--- src/rtl/mem_write_pingpong.sv ---
`default_nettype none
// +----------------------------------------------------------------------------+
// | mem_write_pingpong                                                         |
// | N-lane banked BRAM write controller with ping-pong frame buffers.          |
// | Optional: define MEM_WRITE_OUT_REG_EN to register the BRAM write outputs.  |
// | Revision: 1.0                                                              |
// +----------------------------------------------------------------------------+
module mem_write_pingpong #(
   parameter int D_W   = 8,
   parameter int N     = 3,
   parameter int M     = 6,
   parameter int DEPTH = (M*M)/N,
   parameter int AW    = $clog2(DEPTH)+1,
   parameter int LW    = $clog2(DEPTH+1)
) (
   input  logic               clk,
   input  logic               rst_n,
   input  logic [LW-1:0]      cfg_len,
   input  logic [N-1:0]       in_valid,
   input  logic [N*D_W-1:0]   in_data,
   output logic [N-1:0]       in_ready,
   output logic [N*AW-1:0]    wr_addr_bram,
   output logic [N*D_W-1:0]   wr_data_bram,
   output logic [N-1:0]       wr_en_bram,
   output logic               frame_done,
   output logic               frame_buf,
   input  logic               buf_release,
   output logic [1:0]         buf_full
);

   localparam int CW = AW-1;

   typedef enum logic [0:0] {
      FILL  = 1'b0,
      STALL = 1'b1
   } state_t;

   state_t               state_q, state_d;
   logic [N-1:0][CW-1:0] cnt_q, cnt_d;
   logic [N-1:0]         lane_done_q, lane_done_d;
   logic                 wbuf_q, wbuf_d;
   logic [1:0]           buf_full_q, buf_full_d;
   logic                 frame_done_q, frame_done_d;
   logic                 frame_buf_q, frame_buf_d;
   logic [LW-1:0]        len_q, len_d;

   logic [N-1:0]         ready;
   logic [N-1:0]         accept;
   logic [N-1:0]         finish;
   logic [LW-1:0]        len_last;
   logic [LW-1:0]        cfg_len_eff;
   logic                 idle;
   logic                 close;
   logic                 release_ok;

   always_comb begin
      // Reset must block acceptance immediately, not at the next edge.
      ready = '0;
      if (rst_n && (state_q == FILL)) begin
         ready = ~lane_done_q;
      end
      accept   = in_valid & ready;
      len_last = len_q - LW'(1);

      finish = '0;
      for (int x = 0; x < N; x++) begin
         finish[x] = accept[x] && (LW'(cnt_q[x]) == len_last);
      end

      close       = &(lane_done_q | finish);
      idle        = (cnt_q == '0) && (lane_done_q == '0) && (accept == '0);
      release_ok  = buf_release && (buf_full_q != 2'd0);
      cfg_len_eff = ((cfg_len == '0) || (cfg_len > LW'(DEPTH))) ? LW'(DEPTH) : cfg_len;
   end

   always_comb begin
      cnt_d       = cnt_q;
      lane_done_d = lane_done_q;
      len_d       = idle ? cfg_len_eff : len_q;

      for (int x = 0; x < N; x++) begin
         if (accept[x]) begin
            if (finish[x]) begin
               cnt_d[x]       = '0;
               lane_done_d[x] = 1'b1;
            end else begin
               cnt_d[x] = cnt_q[x] + CW'(1);
            end
         end
      end

      if (close) begin
         lane_done_d = '0;
      end

      frame_done_d = close;
      frame_buf_d  = close ? wbuf_q : frame_buf_q;
      wbuf_d       = wbuf_q ^ close;
      buf_full_d   = buf_full_q + {1'b0, close} - {1'b0, release_ok};

      state_d = state_q;
      case (state_q)
         FILL:    if (buf_full_d == 2'd2) state_d = STALL;
         STALL:   if (buf_release)        state_d = FILL;
         default: state_d = FILL;
      endcase
   end

   always_ff @(posedge clk or negedge rst_n) begin
      if (!rst_n) begin
         state_q      <= FILL;
         cnt_q        <= '0;
         lane_done_q  <= '0;
         wbuf_q       <= 1'b0;
         buf_full_q   <= 2'd0;
         frame_done_q <= 1'b0;
         frame_buf_q  <= 1'b0;
         len_q        <= LW'(DEPTH);
      end else begin
         state_q      <= state_d;
         cnt_q        <= cnt_d;
         lane_done_q  <= lane_done_d;
         wbuf_q       <= wbuf_d;
         buf_full_q   <= buf_full_d;
         frame_done_q <= frame_done_d;
         frame_buf_q  <= frame_buf_d;
         len_q        <= len_d;
      end
   end

   logic [N*AW-1:0] wr_addr_c;

   for (genvar x = 0; x < N; x++) begin : g_lane
      assign wr_addr_c[x*AW +: AW] = {wbuf_q, cnt_q[x]};
   end

`ifdef MEM_WRITE_OUT_REG_EN
   logic [N*AW-1:0]  wr_addr_q;
   logic [N*D_W-1:0] wr_data_q;
   logic [N-1:0]     wr_en_q;

   always_ff @(posedge clk or negedge rst_n) begin
      if (!rst_n) begin
         wr_addr_q <= '0;
         wr_data_q <= '0;
         wr_en_q   <= '0;
      end else begin
         wr_addr_q <= wr_addr_c;
         wr_data_q <= in_data;
         wr_en_q   <= accept;
      end
   end

   assign wr_addr_bram = wr_addr_q;
   assign wr_data_bram = wr_data_q;
   assign wr_en_bram   = wr_en_q;
`else
   assign wr_addr_bram = wr_addr_c;
   assign wr_data_bram = in_data;
   assign wr_en_bram   = accept;
`endif

   assign in_ready   = ready;
   assign frame_done = frame_done_q;
   assign frame_buf  = frame_buf_q;
   assign buf_full   = buf_full_q;

endmodule
`default_nettype wire
--- config.mk ---
export PLATFORM = sky130hd
export DESIGN_NAME = mem_write_pingpong
export DESIGN_NICKNAME = d
export VERILOG_FILES = /design/src/rtl/mem_write_pingpong.sv
export SDC_FILE = /design/constraint.sdc
export NUM_CORES = 1
export LEC_CHECK = 0
export CORE_UTILIZATION = 37
export DETAILED_ROUTE_END_ITERATION = 10
export PLACE_DENSITY_LB_ADDON = 0.1
export SLEW_MARGIN = 10
export SYNTH_ARGS = -nofsm -noshare
export SYNTH_HDL_FRONTEND = slang
export SYNTH_SLANG_ARGS = --single-unit
--- constraint.sdc ---
create_clock -name clk -period 2.94 [get_ports clk]
set_input_delay 0.441 -clock clk [delete_from_list [all_inputs] [get_ports clk]]
set_output_delay 0.441 -clock clk [all_outputs]
set_load 0.01 [all_outputs]
## Word-level counts from Yosys, hierarchy flattened

Index checks and enable logic that the tools add are counted.

| operators by class | value |
|---|---|
| add/subtract/negate cells | 6 |
| magnitude comparators | 1 |
| eq/ne operators | 4 |
| mux-type cells | 15 |
| bitwise operators | 5 |
| reductions and logical operators | 23 |

Operator list:

| cell | count |
|---|---|
| 4-bit 2-to-1 mux | 4 |
| 2-bit nonzero test | 7 |
| 4-bit by 1-bit adder with 4-bit output (second input constant) | 3 |
| 4-bit equality test | 3 |
| 12-bit logical NOT | 1 |
| 1-bit 2-to-1 mux | 8 |
| 1-bit logical AND | 7 |
| 3-bit logical NOT | 2 |
| 3-bit 2-to-1 mux | 2 |
| 2-bit AND reduction | 3 |
| 4-bit greater-than comparator (second input constant) | 1 |
| 4-bit logical NOT | 1 |
| 4-bit by 1-bit subtractor with 4-bit output (second input constant) | 1 |
| 3-bit bitwise AND | 1 |
| 3-bit NOT | 1 |
| 3-bit OR | 1 |
| 3-bit AND reduction | 1 |
| 2-bit by 1-bit adder with 2-bit output | 1 |
| 2-bit equality test (second input constant) | 1 |
| 1-bit case mux with 2 select lines | 1 |
| 2-bit by 1-bit subtractor with 2-bit output | 1 |
| 1-bit logical OR | 1 |
| 1-bit NOT | 1 |
| 1-bit XOR | 1 |

| storage, ports and cells | value |
|---|---|
| register bits after elaboration | 25 |
| input port bits | 34 |
| output and inout port bits | 49 |
| logic and storage cells | 66 |

## Logic depth before layout (Yosys ltp)

Gate-level depths: netlist of the first run.

| depth | value |
|---|---|
| word-level depth | 12 |
| mapped depth | 15 |
| gate-level depth less buffers | 14 |

## Worst setup path after synthesis of the first run

No wires, ideal clock.

| timing | value |
|---|---|
| path kind | flip-flop to flip-flop |
| start | register len_q[0] |
| end | register state_q |
| library setup time | 0.083 ns |
| data arrival time | 2.680 ns |
| required time | 2.857 ns |
| path slack | 0.178 ns |
| stages on the path, launching flop included | 16 |
| path buffers | 1 |
| clock period less this slack | 2.762 ns |
| cells stage by stage | dfrtp_1 -> buf_6 -> inv_1 -> ha_1 -> xor2_1 -> nand3_1 -> o31a_1 -> a211oi_4 -> inv_1 -> ha_1 -> inv_1 -> ha_1 -> xnor2_1 -> xnor2_1 -> nand2_1 -> o21ai_0 |

| on the way | value |
|---|---|
| word-level cells in the longest chain between the ends | 10 |
| elaborated cells on any way between the ends | 14 |
| those cells by class | 3 x add/sub; 4 x eq/ne; 2 x mux; 1 x bitwise; 4 x reduce/logical |

RTL lines:

| item | RTL line | text |
|---|---|---|
| start: declaration | 45 | `logic [LW-1:0] len_q, len_d;` |
| start signal: assignment | 118 | `len_q <= LW'(DEPTH);` |
| start signal: assignment | 127 | `len_q <= len_d;` |
| 4-bit by 1-bit subtractor with 4-bit output * | 63 | `len_last = len_q - LW'(1);` |
| 4-bit equality test | 67 | `finish[x] = accept[x] && (LW'(cnt_q[x]) == len_last);` |
| 1-bit logical AND | 67 |  |
| 3-bit OR * | 70 | `close = &(lane_done_q \| finish);` |
| 3-bit AND reduction * | 70 |  |
| net close | 53 | `logic close;` |
| 2-bit by 1-bit adder with 2-bit output * | 99 | `buf_full_d = buf_full_q + {1'b0, close} - {1'b0, release_ok};` |
| 2-bit by 1-bit subtractor with 2-bit output * | 99 |  |
| net buf_full_d[1] | 42 | `logic [1:0] buf_full_q, buf_full_d;` |
| 2-bit equality test * | 103 | `FILL: if (buf_full_d == 2'd2) state_d = STALL;` |
| 1-bit 2-to-1 mux * | 103 |  |
| 1-bit case mux with 2 select lines * | 102 | `case (state_q)` |
| net state_d | 38 | `state_t state_q, state_d;` |
| end signal: assignment | 120 | `state_q <= state_d;` |
| end: declaration | 38 |  |

The timed path passes the listed nets; every way through them passes the cells marked *.
A chain may end at the register's enable or synchronous reset.

## Worst setup path in the final report of the first run

| timing | value |
|---|---|
| start | register len_q[1] |
| end | register state_q |

Same word-level chain as after synthesis.

==> results of run 1 <==
worst paths after layout:
path	slack [ps]	cells after the start	to	start
worst max-delay path	230	14	state_q	len_q[1]
worst min-delay path	20	1	lane_done_q[1]	rst_n
worst max register to register	230	14	state_q	len_q[1]
worst min register to register	510	2	len_q[3]	len_q[3]
max in group asynchronous	2350	2	len_q[2]	rst_n
min in group clk	510	2	len_q[3]	len_q[3]
through the flow:
| step | hold slack [ps] | power [mW] | util, % |
|---|---|---|---|
| after floorplan | 145 | 1.19 | - |
| after global placement | 499 | 1.55 | 45.4 |
| after detailed placement | 509 | 1.58 | 45.4 |
| after CTS | 385 | 1.79 | 46.5 |
| after global routing | 12.3 | 1.93 | 47.5 |
| final | 22.4 | 1.79 | 47.5 |
layer usage:
| layer | vias to the layer above | track usage (%) | routed length, um |
|---|---|---|---|
| met4 | 0 | 2.67 | 20 |
| met3 | 6 | 4.70 | 244 |
| li1 | 618 | - | - |
| met1 | 617 | 21.2 | 1710 |
| met5 | - | 0 | 0 |
| met2 | 41 | 27.5 | 1900 |
critical path, stage by stage (launching register included):
cell and delay [ps]:
dfrtp_1 400, inv_1 90, ha_4 310, xor2_1 150, nand3_1 110, o31a_1 330, a211oi_4 230, inv_1 70
ha_1 270, inv_1 40, ha_1 180, xnor2_1 160, xnor2_1 160, nand2_1 60, o21ai_0 70
cells by family after synthesis:
family,share of synthesized area (%)
AOI/OAI and AO/OA,7.70
xor gates and xnor gates,13.5
adders and majority gates,6.48
buffers and inverters,16.6
DFF,36.1
muxes,1.44
and+or+nand+nor,18.1
final cells by class:
| cell class | count | area (um2) |
|---|---|---|
| Clock buffer | 3 | 41.3 |
| Clock inverter | 1 | 5.00 |
| Fill cell | 422 | 2330 |
| Inverter | 16 | 60.1 |
| Multi-Input combinational cell | 109 | 856 |
| Sequential cell | 25 | 628 |
| Tap cell | 52 | 65.1 |
| Timing Repair Buffer | 49 | 455 |
where the power goes:
| group | switching [mW] | internal (mW) |
|---|---|---|
| logic | 0.391 | 0.518 |
| clock network | 0.114 | 0.0950 |
| registers | 0.197 | 0.475 |
| total | 0.703 | 1.09 |
placed cells by master (no fill, tap or decap), types with 3 or more instances in the layout:
| cell type | count |
|---|---|
| nand4_1 | 3 |
| and3_1 | 3 |
| o21ai_0 | 8 |
| nor2_1 | 16 |
| clkdlybuf4s50_1 | 33 |
| inv_1 | 15 |
| xnor2_1 | 7 |
| nand3_1 | 4 |
| dfrtp_1 | 23 |
| xor2_1 | 11 |
| ha_1 | 8 |
| nand2b_1 | 3 |
| a21oi_1 | 6 |
| nor3_1 | 3 |
| buf_4 | 15 |
| nand2_1 | 9 |
| clkbuf_8 | 3 |
sequential cells by signal (all words and copies together), names as in the netlist:
signal        count
buf_full          2
wr_addr_bram     12
frame_done        1
lane_done_q       3
state_q           1
frame_buf         1
wbuf_q            1
len_q             4
timing repair:
| action | in CTS | in global routing |
|---|---|---|
| gates resized for setup | 0 | 6 |
| buffers inserted | 0 | 1 |
| setup endpoints to repair | 0 | 2 |
==> flow_summary.json, run 1 <==
{
  "fin_skew_ps": 2.26,
  "yosys_most_used_dff": "dfrtp_1",
  "cts_num_sinks": 25,
  "ys_seq_area_share_pct": 36.1,
  "grt_pass1_wl_um": 6380,
  "ioPinCount": 83,
  "wirelength_um": 3880,
  "drtIter0Drc": 75,
  "fin_tns_setup_ps": 0,
  "synthTopCellsByArea": "dfrtp_1 (33%), buf_4 (12%), ha_1 (6.5%)",
  "relSlewSlack_pct": 53.4,
  "maxCapViolCount": 0,
  "hold_buffers": 0,
  "final.period_utilization_pct": 92.1,
  "antenna_found_initial": 0,
  "fmax_mhz": 369,
  "p_per_area_mw_per_mm2": 849,
  "setup_viol": 0,
  "netlist_top_cells_count": "buf_4 (27), dfrtp_1 (23), nor2_1 (16)",
  "ys_types": 42,
  "place_area_mm2": 0.00202,
  "placed_cells": 250,
  "setup_ws_ps": 232,
  "synthArstFlopShare_pct": 100,
  "root_buffer": "clkbuf_8",
  "fin_area_mm2": 0.00211,
  "synth.most_common_cell": "buf_4",
  "required_ps": 3130,
  "drv_slew": 0,
  "outcome": "complete, but fails checks",
  "drive_above_1_share_pct": 15.8,
  "clk_pin_slew_ps": 90,
  "grt_pass1_vias": 1288,
  "place.detailed.hpwl_um": 3090,
  "min_path_type": "in -> async",
  "clk_path_buf_depth": 2,
  "fin_nets": 247,
  "die_area_mm2": 0.00498,
  "worstMarginPinSlew_ps": 693,
  "syn_area_per_cell_um2": 9.60,
  "drtPass1Iterations": 7,
  "synth_area_mm2": 0.00174,
  "cp-end-kind": "flip-flop",
  "violations": "DRC",
  "final_cells": 255,
  "routed-via-count": 1282,
  "diodes": 0,
  "cts_tree": "done",
  "yosys_warnings": 0,
  "vias_per_cell": 5.03,
  "port_buffers": 34,
  "p_leak_nw": 0.964,
  "synth_edf_count": 0,
  "ys_ff_latch": 25,
  "synthToLayoutAreaGrowth_pct": 21.5,
  "fp.dieW_um": 70.5,
  "crit_fanout": 3,
  "path_class": "reg -> reg",
  "grt_use_total_pct": 16.3,
  "core-area_mm2": 0.00444,
  "globalplace.congestion": 0.896,
  "yosys.area.top_type": "dfrtp_1",
  "drc": 8,
  "grt_max_degree": 16,
  "num_rows": 24,
  "min_period_ps": 2710,
  "grt-ovfl-total": 0,
  "synth_top_area_share_pct": 33.1,
  "cts_buffers": 3,
  "start_kind": "flip-flop",
  "synth_nets": 224,
  "htreeDepth": 1,
  "synthCells": 181,
  "hold_violations": 0,
  "dp_slack_ps": -268,
  "wl_per_cell_um": 15.2,
  "insertion_delay_ps": 270,
  "irDropWorstVdd_uv": 363,
  "die_h_um": 70.5,
  "drtAntennaViolNets": 0,
  "initial_utilization_pct": 39.1,
  "crit_arrival_ps": 2900,
  "rsz0062_at_grt": "false"
}
(Power assumes the default switching activity.)
==> run 2: changes to the inputs <==
--- a/config.mk
+++ b/config.mk
@@ -7,7 +7,7 @@
 export LEC_CHECK = 0
 export CORE_UTILIZATION = 37
 export DETAILED_ROUTE_END_ITERATION = 10
-export PLACE_DENSITY_LB_ADDON = 0.1
+export PLACE_DENSITY = 0.79
 export SLEW_MARGIN = 10
 export SYNTH_ARGS = -nofsm -noshare
 export SYNTH_HDL_FRONTEND = slang
==> flow_summary.json, run 2 (synthesis gave the netlist of run 1 again) <==
{
  "num_rows": 24,
  "cts_buffers": 3,
  "fin_skew_ps": 9.59,
  "port_buffers": 34,
  "root_buffer": "clkbuf_8",
  "p_leak_nw": 0.983,
  "insertion_delay_ps": 280,
  "multi_input_area_um2": 853,
  "synthToLayoutAreaGrowth_pct": 23.0,
  "diodes": 0,
  "crit_fanout": 7,
  "path_class": "reg -> reg",
  "routed-via-count": 1282,
  "timing.hold.ws_ps": 299,
  "seqCellArea_um2": 628,
  "place.detailed.hpwl_um": 2760,
  "grt_pass1_wl_um": 5780,
  "relSlewSlack_pct": 76.9,
  "antenna_found_initial": 0,
  "drtIter0Drc": 50,
  "final.period_utilization_pct": 92.2,
  "initial_utilization_pct": 39.1,
  "drv_slew": 0,
  "drive_above_1_share_pct": 17.4,
  "vias_per_cell": 4.95,
  "drtAntennaViolNets": 0,
  "cts_num_sinks": 25,
  "required_ps": 3140,
  "violations": "DRC",
  "outcome": "complete, but fails checks",
  "htreeDepth": 1,
  "switching_share_pct": 39.0,
  "maxCapViolCount": 0,
  "clk_pin_slew_ps": 90,
  "grt_use_total_pct": 14.7,
  "final_common_cell": "clkdlybuf4s50_1",
  "worstMarginPinSlew_ps": 346,
  "fmax_mhz": 369,
  "clock_power_share_pct": 11.6,
  "ioPinCount": 83,
  "min_period_ps": 2710,
  "wirelength_um": 3580,
  "grt_max_degree": 24,
  "fp.dieW_um": 70.5,
  "irDropWorstVdd_uv": 245,
  "drtPass1Iterations": 7,
  "layout_common_cells": "clkdlybuf4s50_1 (33), dfrtp_1 (23), buf_4 (19), nor2_1 (16), inv_1 (15)",
  "core-area_mm2": 0.00444,
  "min_path_type": "in -> async",
  "p_sw_uw": 701,
  "cts_tree": "done",
  "setup_viol": 0,
  "start_kind": "flip-flop",
  "seqPwrFrac_pct": 36.9,
  "total_power_mw": 1.80,
  "wl_per_cell_um": 13.8,
  "cp-end-kind": "flip-flop",
  "die_area_mm2": 0.00498,
  "die_h_um": 70.5,
  "largest_reg_flops": 12,
  "crit_arrival_ps": 2910,
  "comb_power_share_pct": 51.5,
  "drc": 6,
  "clk_path_buf_depth": 2,
  "grt_pass1_vias": 1273,
  "fillers": 418,
  "hold_violations": 0,
  "globalplace.congestion": 0.799,
  "grt-ovfl-total": 0,
  "intPower_mw": 1.10,
  "hold_buffers": 0,
  "fin_nets": 251,
  "p_per_area_mw_per_mm2": 842
}
[run 2: metal layers]
layer | track usage (%) | share of wire [%] | vias to the layer above
met4 | 5.78 | 1.4 | 0
li1 | - | - | 626
met5 | 0 | 0 | -
met1 | 19.4 | 45 | 624
met3 | 2.28 | 3.9 | 7
met2 | 24.6 | 49 | 25
[run 2: power groups by stage]
stage | combinational [mW] | clock [mW] | sequential [mW]
2_1_floorplan | 0.524 | 0 | 0.663
3_3_place_gp | 0.883 | 0 | 0.666
3_5_place_dp | 0.904 | 0 | 0.667
4_1_cts | 0.907 | 0.211 | 0.661
5_1_grt | 1.02 | 0.224 | 0.691
6_report | 0.926 | 0.209 | 0.665
[run 2: timing repair]
action	in CTS	in global routing
endpoints found under the setup margin	0	1
gates resized for setup	0	6
setup buffers	0	2
[run 2: layout make-up]
| type | count | area share (%) |
|---|---|---|
| timing repair buffer | 53 | 22.7 |
| sequential | 25 | 29.4 |
| multi-input combinational | 109 | 39.9 |
| clock inverter | 1 | 0.234 |
| tap | 52 | 3.04 |
| clock buffer | 3 | 1.93 |
| inverter | 16 | 2.81 |
[run 2: final timing paths]
check | startpoint | end | slack [ps] | depth (start not counted)
max reg2reg | len_q[3] | state_q | 230 | 12
min in group clk | frame_buf | frame_buf | 520 | 1
max in group asynchronous | rst_n | len_q[2] | 2340 | 2
min | rst_n | wr_addr_bram[5] | 300 | 3
min reg2reg | frame_buf | frame_buf | 520 | 1
max | len_q[3] | state_q | 230 | 12
[run 2: worst max-delay path, stage by stage (launching register included)]
cell and delay [ps]:
dfstp_2 610, inv_2 50, xnor3_1 390, o31a_1 340, a211oi_4 230, inv_1 70, ha_1 270, inv_1 40
ha_1 180, xnor2_1 170, xnor2_1 160, nand2_1 70, o21ai_0 70
[run 2: metrics by stage]
stage / setup TNS (ps) / cells / area (um2) / setup WS [ps] / utilization (%)
finish: 0 / 259 / 2140 / 231 / 48.1
global route: -3.66 / 259 / 2140 / -3.66 / 48.1
CTS: 0 / 257 / 2090 / 126 / 47.0
detailed placement: -122 / 253 / 2040 / -122 / 45.9
global placement: -11.1 / 253 / 2040 / -11.1 / 45.9
floorplan: 0 / 181 / 1740 / 178 / -
==> run 3: changes to the inputs <==
--- a/config.mk
+++ b/config.mk
@@ -5,7 +5,9 @@
 export SDC_FILE = /design/constraint.sdc
 export NUM_CORES = 1
 export LEC_CHECK = 0
+export ABC_CLOCK_PERIOD_IN_PS = 2940
 export CORE_UTILIZATION = 37
+export CTS_CLUSTER_SIZE = 25
 export DETAILED_ROUTE_END_ITERATION = 10
 export PLACE_DENSITY = 0.79
 export SLEW_MARGIN = 10
==> results of run 3 <==
The final DEF is identical to that of run 2; final timing and power are the same.
